--- src/rtl/flag_scheduler_pkg.sv ---
// Shared definitions for the flag scheduler: ARM condition codes, status bit
// positions and the scheduler state encoding.
package flag_scheduler_pkg;

    typedef enum logic [3:0] {
        COND_EQ = 4'h0, COND_NE = 4'h1, COND_CS = 4'h2, COND_CC = 4'h3,
        COND_MI = 4'h4, COND_PL = 4'h5, COND_VS = 4'h6, COND_VC = 4'h7,
        COND_HI = 4'h8, COND_LS = 4'h9, COND_GE = 4'hA, COND_LT = 4'hB,
        COND_GT = 4'hC, COND_LE = 4'hD, COND_AL = 4'hE, COND_NK = 4'hF
    } cond_e;

    localparam int unsigned FLAG_Z = 3;
    localparam int unsigned FLAG_C = 2;
    localparam int unsigned FLAG_N = 1;
    localparam int unsigned FLAG_V = 0;

    typedef enum logic [1:0] {
        ST_IDLE     = 2'd0,
        ST_INFLIGHT = 2'd1,
        ST_STALLED  = 2'd2
    } state_e;

    // AL and NK resolve without looking at the flags, so they never wait on writers.
    function automatic logic cond_uses_flags(cond_e c);
        return !((c == COND_AL) || (c == COND_NK));
    endfunction

endpackage

--- src/rtl/flag_scheduler_cond.sv ---
// Condition_Check: evaluates an ARM condition field against a {Z,C,N,V} flag set.
module Condition_Check
    import flag_scheduler_pkg::*;
(
    input  logic [3:0] cond_i,
    input  logic [3:0] flags_i,
    output logic       pass_o
);

    logic z, c, n, v;

    assign z = flags_i[FLAG_Z];
    assign c = flags_i[FLAG_C];
    assign n = flags_i[FLAG_N];
    assign v = flags_i[FLAG_V];

    always_comb begin
        pass_o = 1'b0;
        case (cond_e'(cond_i))
            COND_EQ: pass_o = z;
            COND_NE: pass_o = !z;
            COND_CS: pass_o = c;
            COND_CC: pass_o = !c;
            COND_MI: pass_o = n;
            COND_PL: pass_o = !n;
            COND_VS: pass_o = v;
            COND_VC: pass_o = !v;
            COND_HI: pass_o = c && !z;
            COND_LS: pass_o = !c || z;
            COND_GE: pass_o = (n == v);
            COND_LT: pass_o = (n != v);
            COND_GT: pass_o = !z && (n == v);
            COND_LE: pass_o = z || (n != v);
            COND_AL: pass_o = 1'b1;
            default: pass_o = 1'b0;
        endcase
    end

endmodule

--- src/rtl/flag_scheduler.sv ---
// Flag scheduler: tracks in-flight flag writers, stalls dependent conditional
// issues and forwards retiring flags to the condition check in the same cycle.
module flag_scheduler
    import flag_scheduler_pkg::*;
#(
    parameter int MAX_PEND = 3
) (
    input  logic       clk,
    input  logic       rst,
    input  logic       issue_valid,
    input  logic [3:0] issue_cond,
    input  logic       issue_s,
    output logic       issue_ready,
    output logic       issue_exec,
    input  logic       wb_flag_valid,
    input  logic [3:0] wb_status,
    input  logic       flush,
    output logic [3:0] status_q,
    output logic [1:0] pend_cnt,
    output logic [7:0] stall_cnt,
    output logic       err
);

    localparam logic [1:0] PEND_MAX = 2'(MAX_PEND);

    state_e     state_q, state_d;
    logic [3:0] status_r_q, status_d;
    logic [1:0] pend_q, pend_d;
    logic [7:0] stall_q, stall_d;
    logic       err_q, err_d;

    logic [3:0] eval_flags;
    logic       cond_pass, none_pending, eff_pending;
    logic       flag_stall, full_stall, blocked;
    logic       accept_inc, wb_take, wb_err;

    // IDLE is held exactly when nothing is in flight, so the state doubles as the zero test.
    assign none_pending = (state_q == ST_IDLE);
    assign eff_pending  = (pend_q > {1'b0, wb_flag_valid});

    assign eval_flags = (wb_flag_valid && (pend_q == 2'd1)) ? wb_status : status_r_q;

    Condition_Check u_cond (
        .cond_i  (issue_cond),
        .flags_i (eval_flags),
        .pass_o  (cond_pass)
    );

    assign flag_stall  = cond_uses_flags(cond_e'(issue_cond)) && eff_pending;
    assign full_stall  = issue_s && (pend_q == PEND_MAX) && !wb_flag_valid;
    assign issue_ready = !rst && !flush && !flag_stall && !full_stall;
    assign issue_exec  = issue_ready && cond_pass;

    assign blocked    = issue_valid && !issue_ready && !flush;
    assign accept_inc = issue_valid && issue_exec && issue_s;
    assign wb_take    = wb_flag_valid && !flush && !none_pending;
    assign wb_err     = wb_flag_valid && !flush && none_pending;

    always_comb begin
        pend_d   = pend_q;
        status_d = status_r_q;
        stall_d  = stall_q;
        err_d    = err_q | wb_err;
        state_d  = ST_IDLE;

        if (flush) begin
            pend_d = 2'd0;
        end else begin
            case ({accept_inc, wb_take})
                2'b10:   pend_d = pend_q + 2'd1;
                2'b01:   pend_d = pend_q - 2'd1;
                default: pend_d = pend_q;
            endcase
        end

        if (wb_take) begin
            status_d = wb_status;
        end

        if (blocked && (stall_q != 8'hFF)) begin
            stall_d = stall_q + 8'd1;
        end

        if (blocked) begin
            state_d = ST_STALLED;
        end else if (pend_d != 2'd0) begin
            state_d = ST_INFLIGHT;
        end
    end

    always_ff @(posedge clk) begin
        if (rst) begin
            state_q    <= ST_IDLE;
            status_r_q <= 4'b0000;
            pend_q     <= 2'd0;
            stall_q    <= 8'd0;
            err_q      <= 1'b0;
        end else begin
            state_q    <= state_d;
            status_r_q <= status_d;
            pend_q     <= pend_d;
            stall_q    <= stall_d;
            err_q      <= err_d;
        end
    end

    assign status_q  = status_r_q;
    assign pend_cnt  = pend_q;
    assign stall_cnt = stall_q;
    assign err       = err_q;

endmodule

--- config.mk ---
export PLATFORM = sky130hd
export DESIGN_NAME = flag_scheduler
export DESIGN_NICKNAME = d
export VERILOG_FILES = /design/src/rtl/flag_scheduler_pkg.sv /design/src/rtl/flag_scheduler_cond.sv /design/src/rtl/flag_scheduler.sv
export SDC_FILE = /design/constraint.sdc
export NUM_CORES = 1
export LEC_CHECK = 0
export CAP_MARGIN = 20
export CORE_ASPECT_RATIO = 1.1
export CORE_UTILIZATION = 51
export CTS_CLUSTER_SIZE = 10
export DETAILED_ROUTE_END_ITERATION = 16
export PLACE_DENSITY = 0.93
export RECOVER_POWER = 25
export SLEW_MARGIN = 20
export SYNTH_ARGS = -nofsm -noshare
export SYNTH_HDL_FRONTEND = slang
export SYNTH_SLANG_ARGS = --single-unit
--- constraint.sdc ---
create_clock -name clk -period 4.3 [get_ports clk]
set_clock_uncertainty 0.2 [all_clocks]
set_input_delay 0.86 -clock clk [delete_from_list [all_inputs] [get_ports clk]]
set_output_delay 0.86 -clock clk [all_outputs]
set_load 0.005 [all_outputs]
==> out/qor.log, run 1 <==
INFO  final_layout   sequential_cell_area=340um^2
INFO  route          detail_route.first_pass.iterations=4
INFO  die            dieHeight=51.7um
INFO  pwr            leakagePower=0.627nW
INFO  critical_path  timing.critical_path.to_type=output pin
INFO  clock_network  max-clock-path-buffers=2
INFO  global_route   grt_util_all_layers=27.1%
INFO  die            initial_standard_cell_utilization_of_the_core=55.5%
INFO  run_status     outcome=finished, final reports clean
INFO  timing         slew_at_the_pin_closest_to_its_max_slew_limit=0.969ns
INFO  global_route   grt_pass1_vias=1091
INFO  die            core_area=2060um^2
INFO  route          vias=1131
INFO  timing         final_max_slew_viol_count=0
INFO  timing         setup_total_negative_slack=0ns
INFO  timing         report.final.setup_viol=0
INFO  pwr            largest_vdd_supply_drop=242uV
INFO  pwr            netSwitchingPower=0.0000763W
INFO  global_route   overflow=0
INFO  synthesis      ys_top_cells_by_area=sky130_fd_sc_hd__dfxtp_1 30%, sky130_fd_sc_hd__ha_1 6.6%, sky130_fd_sc_hd__nor2_1 6.2%
INFO  final_layout   layout_commonest_cell=sky130_fd_sc_hd__clkdlybuf4s50_1
INFO  global_route   grt_antenna_before_repair=0
INFO  critical_path  cp_data_arrival_time=3.17ns
INFO  synthesis      top_area_cell_type_share_of_the_netlist_area=29.7%
INFO  die            die_footprint=2440um^2
INFO  clock_network  cts.repair_timing.setup_buffer_count=0
INFO  synthesis      post_synth_inst_count=131
INFO  final_layout   multi_input_comb_area=751um^2
INFO  die            io_pins=31
INFO  final_layout   post_route_cells_drive_above_1_share=9.70%
INFO  pwr            combinationalPowerShare=18.6%
INFO  synthesis      postSynthRegisterBits=17
INFO  final_layout   area_delta_synth_final=31.8%
INFO  route          ant_nets=0
INFO  place          placed_cell_area=1490um^2
INFO  timing         rsz0062_at_grt=no
INFO  synthesis      avgSynthCellArea=8.75um^2
INFO  final_layout   n_fill_cell=172
INFO  place          gp_routability_congestion=0.894
INFO  synthesis      synth_cell_type_count=43
INFO  die            die_w=47.2um
INFO  timing         maxSlewHeadroom=35.3%
INFO  global_route   grt_max_degree=16
INFO  clock_network  clkTransAtPathRegs=0.09ns
INFO  critical_path  cp-start-kind=input pin
INFO  clock_network  cell_at_the_root_of_the_clock_tree=sky130_fd_sc_hd__clkbuf_4
INFO  clock_network  numCtsBuffers=3
INFO  global_route   first_pass_grt_wire_length=4740um
INFO  clock_network  clock_tree_from_tritoncts=built
INFO  route          drc=0
INFO  pwr            cell_internal_pwr=0.000225W
INFO  synthesis      syn_area=1150um^2
INFO  die            num_rows=17
INFO  route          vias_per_cell=5.86
INFO  job            max_cap_violations=0
INFO  pwr            clockPowerShare=27.8%
INFO  final_layout   mostFrequentLayoutCells=22 x sky130_fd_sc_hd__clkdlybuf4s50_1, 19 x sky130_fd_sc_hd__nor2_1, 17 x sky130_fd_sc_hd__dfxtp_1
INFO  timing         min_period=4.23ns
INFO  clock_network  clock_sinks=17
INFO  route          route.final.wire_length=2840um
INFO  critical_path  crit_path_start=issue_cond[3]
INFO  pwr            p_sw_share=25.4%
INFO  timing         timing_hold_violations_final=0
INFO  route          routedWlPerCell=14.7um
INFO  synthesis      yosysTopAreaCell=sky130_fd_sc_hd__dfxtp_1
INFO  final_layout   design.final.nets=186
INFO  synthesis      synth_warnings=0
INFO  final_layout   antennaDiodeCount=0
INFO  final_layout   final_design_area_no_fill=1510um^2
INFO  critical_path  criticalPathCategory=input pin to output pin
INFO  place          detailed_place_hpwl=2190um
INFO  timing         period_share=98.3%
INFO  place          numPortBuffers=30
INFO  critical_path  cp_data_required_time=3.24ns
INFO  pwr            power_density=199nW/um^2
INFO  hold_path      min-delay-start=err
INFO  hold_path      worstHoldPathType=flop to flop
INFO  synthesis      synth_seq_area_share=29.7%
INFO  critical_path  worstPathMaxFanout=9
INFO  timing         fmaxAchievable=237MHz
INFO  clock_network  insertion_delay=0.29ns
INFO  pwr            power.sequential.fraction=53.6%
INFO  synthesis      mappedNetlistNets=151
INFO  clock_network  h-tree-depth=1
INFO  final_layout   final_core_util=73.2%
INFO  critical_path  rr_startpoint=pend_cnt[1]
INFO  route          detailedRoute.firstIterationViolations=29
flip-flops by register name (all words and copies together) (netlist names):
| signal | cells |
|---|---|
| pend_cnt | 2 |
| state_q | 2 |
| stall_cnt | 8 |
| status_q | 4 |
| err | 1 |
repair_timing:
item / CTS / global route
setup endpoints to repair: 0 / 1
gates resized for setup: 0 / 2
hold buffers: 0 / 0
area by class of cell:
class	instances	area share (%)
well taps	28	2.32
clock buffers	4	1.74
multi-input cells	103	49.7
flip-flops and latches	17	22.5
inverters	7	1.74
repair buffers	34	22.0
cell usage after synthesis (all sizes together):
master / number
a21o: 2
or2: 1
a311oi: 2
ha: 6
a22o: 2
a2111oi: 1
dfxtp: 17
a21oi: 3
a221oi: 2
a31oi: 2
nor4b: 1
nor4: 3
and2: 1
and2b: 1
o21ai: 2
nor2b: 2
and4b: 1
nand2: 6
and3: 7
nor2: 19
nand4: 3
nor3b: 2
mux4: 1
xnor2: 3
o211a: 1
a21boi: 1
buf: 2
nor3: 5
mux2i: 7
inv: 7
nand3: 3
a211oi: 4
o21bai: 2
o31ai: 1
or3b: 1
xor2: 5
clkbuf: 2
worst paths after layout:
kind	to	slack, ns	cells past startpoint
setup / recovery	issue_exec	0.07	7
hold / removal	err	0.28	2
setup reg to reg	state_q[0]	1.06	13
hold reg to reg	err	0.28	2
logic make-up (layout without fill, tap and decap cells):
kind of cell	count (synthesis)	in the layout	synth area share, %
muxes	8	8	8.41
xor gates and xnor gates	8	8	6.11
adders and majority gates	6	6	6.55
and+or+nand+nor	56	56	28.2
AOI/OAI and AO/OA	25	25	16.7
DFF	17	17	29.7
buffers and inverters	11	45	4.37
power by group through the flow:
| stage | clock network [W] | logic, W | registers (W) |
|---|---|---|---|
| floorplan | 0 | 0.0000268 | 0.000165 |
| global placement | 0 | 0.0000544 | 0.000165 |
| detailed placement | 0 | 0.0000564 | 0.000165 |
| CTS | 0.0000862 | 0.0000568 | 0.000161 |
| global route | 0.0000917 | 0.0000617 | 0.000162 |
| finish | 0.0000836 | 0.0000560 | 0.000161 |
per-layer routing:
metal | vias up | global-route usage, % | share of wire (%)
met2 | 41 | 47.9 | 51
met4 | 0 | 12.4 | 2.4
met5 | - | 0 | 0
li1 | 548 | - | -
met1 | 535 | 31.8 | 41
met3 | 7 | 2.43 | 5.7
worst max-delay path, cell delays in order:
cell and delay, ns:
sky130_fd_sc_hd__clkdlybuf4s50_1 0.56, sky130_fd_sc_hd__or3b_1 0.44, sky130_fd_sc_hd__nor4_1 0.26, sky130_fd_sc_hd__o21bai_1 0.18, sky130_fd_sc_hd__a311oi_1 0.06, sky130_fd_sc_hd__a31oi_1 0.25
sky130_fd_sc_hd__clkdlybuf4s50_1 0.55
metrics by stage:
step | total power (W) | setup slack [ns] | std cells | hold WS, ns
after detailed placement | 0.000222 | 0.0623 | 189 | 0.271
after CTS | 0.000305 | 0.0562 | 193 | 0.289
after global routing | 0.000315 | 0.0492 | 193 | 0.322
after global placement | 0.000219 | 0.177 | 189 | 0.258
after floorplan | 0.000192 | 1.22 | 131 | 0.261
final | 0.000301 | 0.0728 | 193 | 0.280
Note: power is estimated with default switching activity, not from simulation.
==> run 2, diff against run 1 <==
Settings changed: SLEW_MARGIN 20 to 10.
==> results of run 2 <==
The final DEF is identical to that of run 1; final timing and power are the same.
==> run 3, diff against run 2 <==
Settings changed: GPL_ROUTABILITY_DRIVEN set to 0.
==> results of run 3 <==
The final DEF is identical to that of run 1; final timing and power are the same.
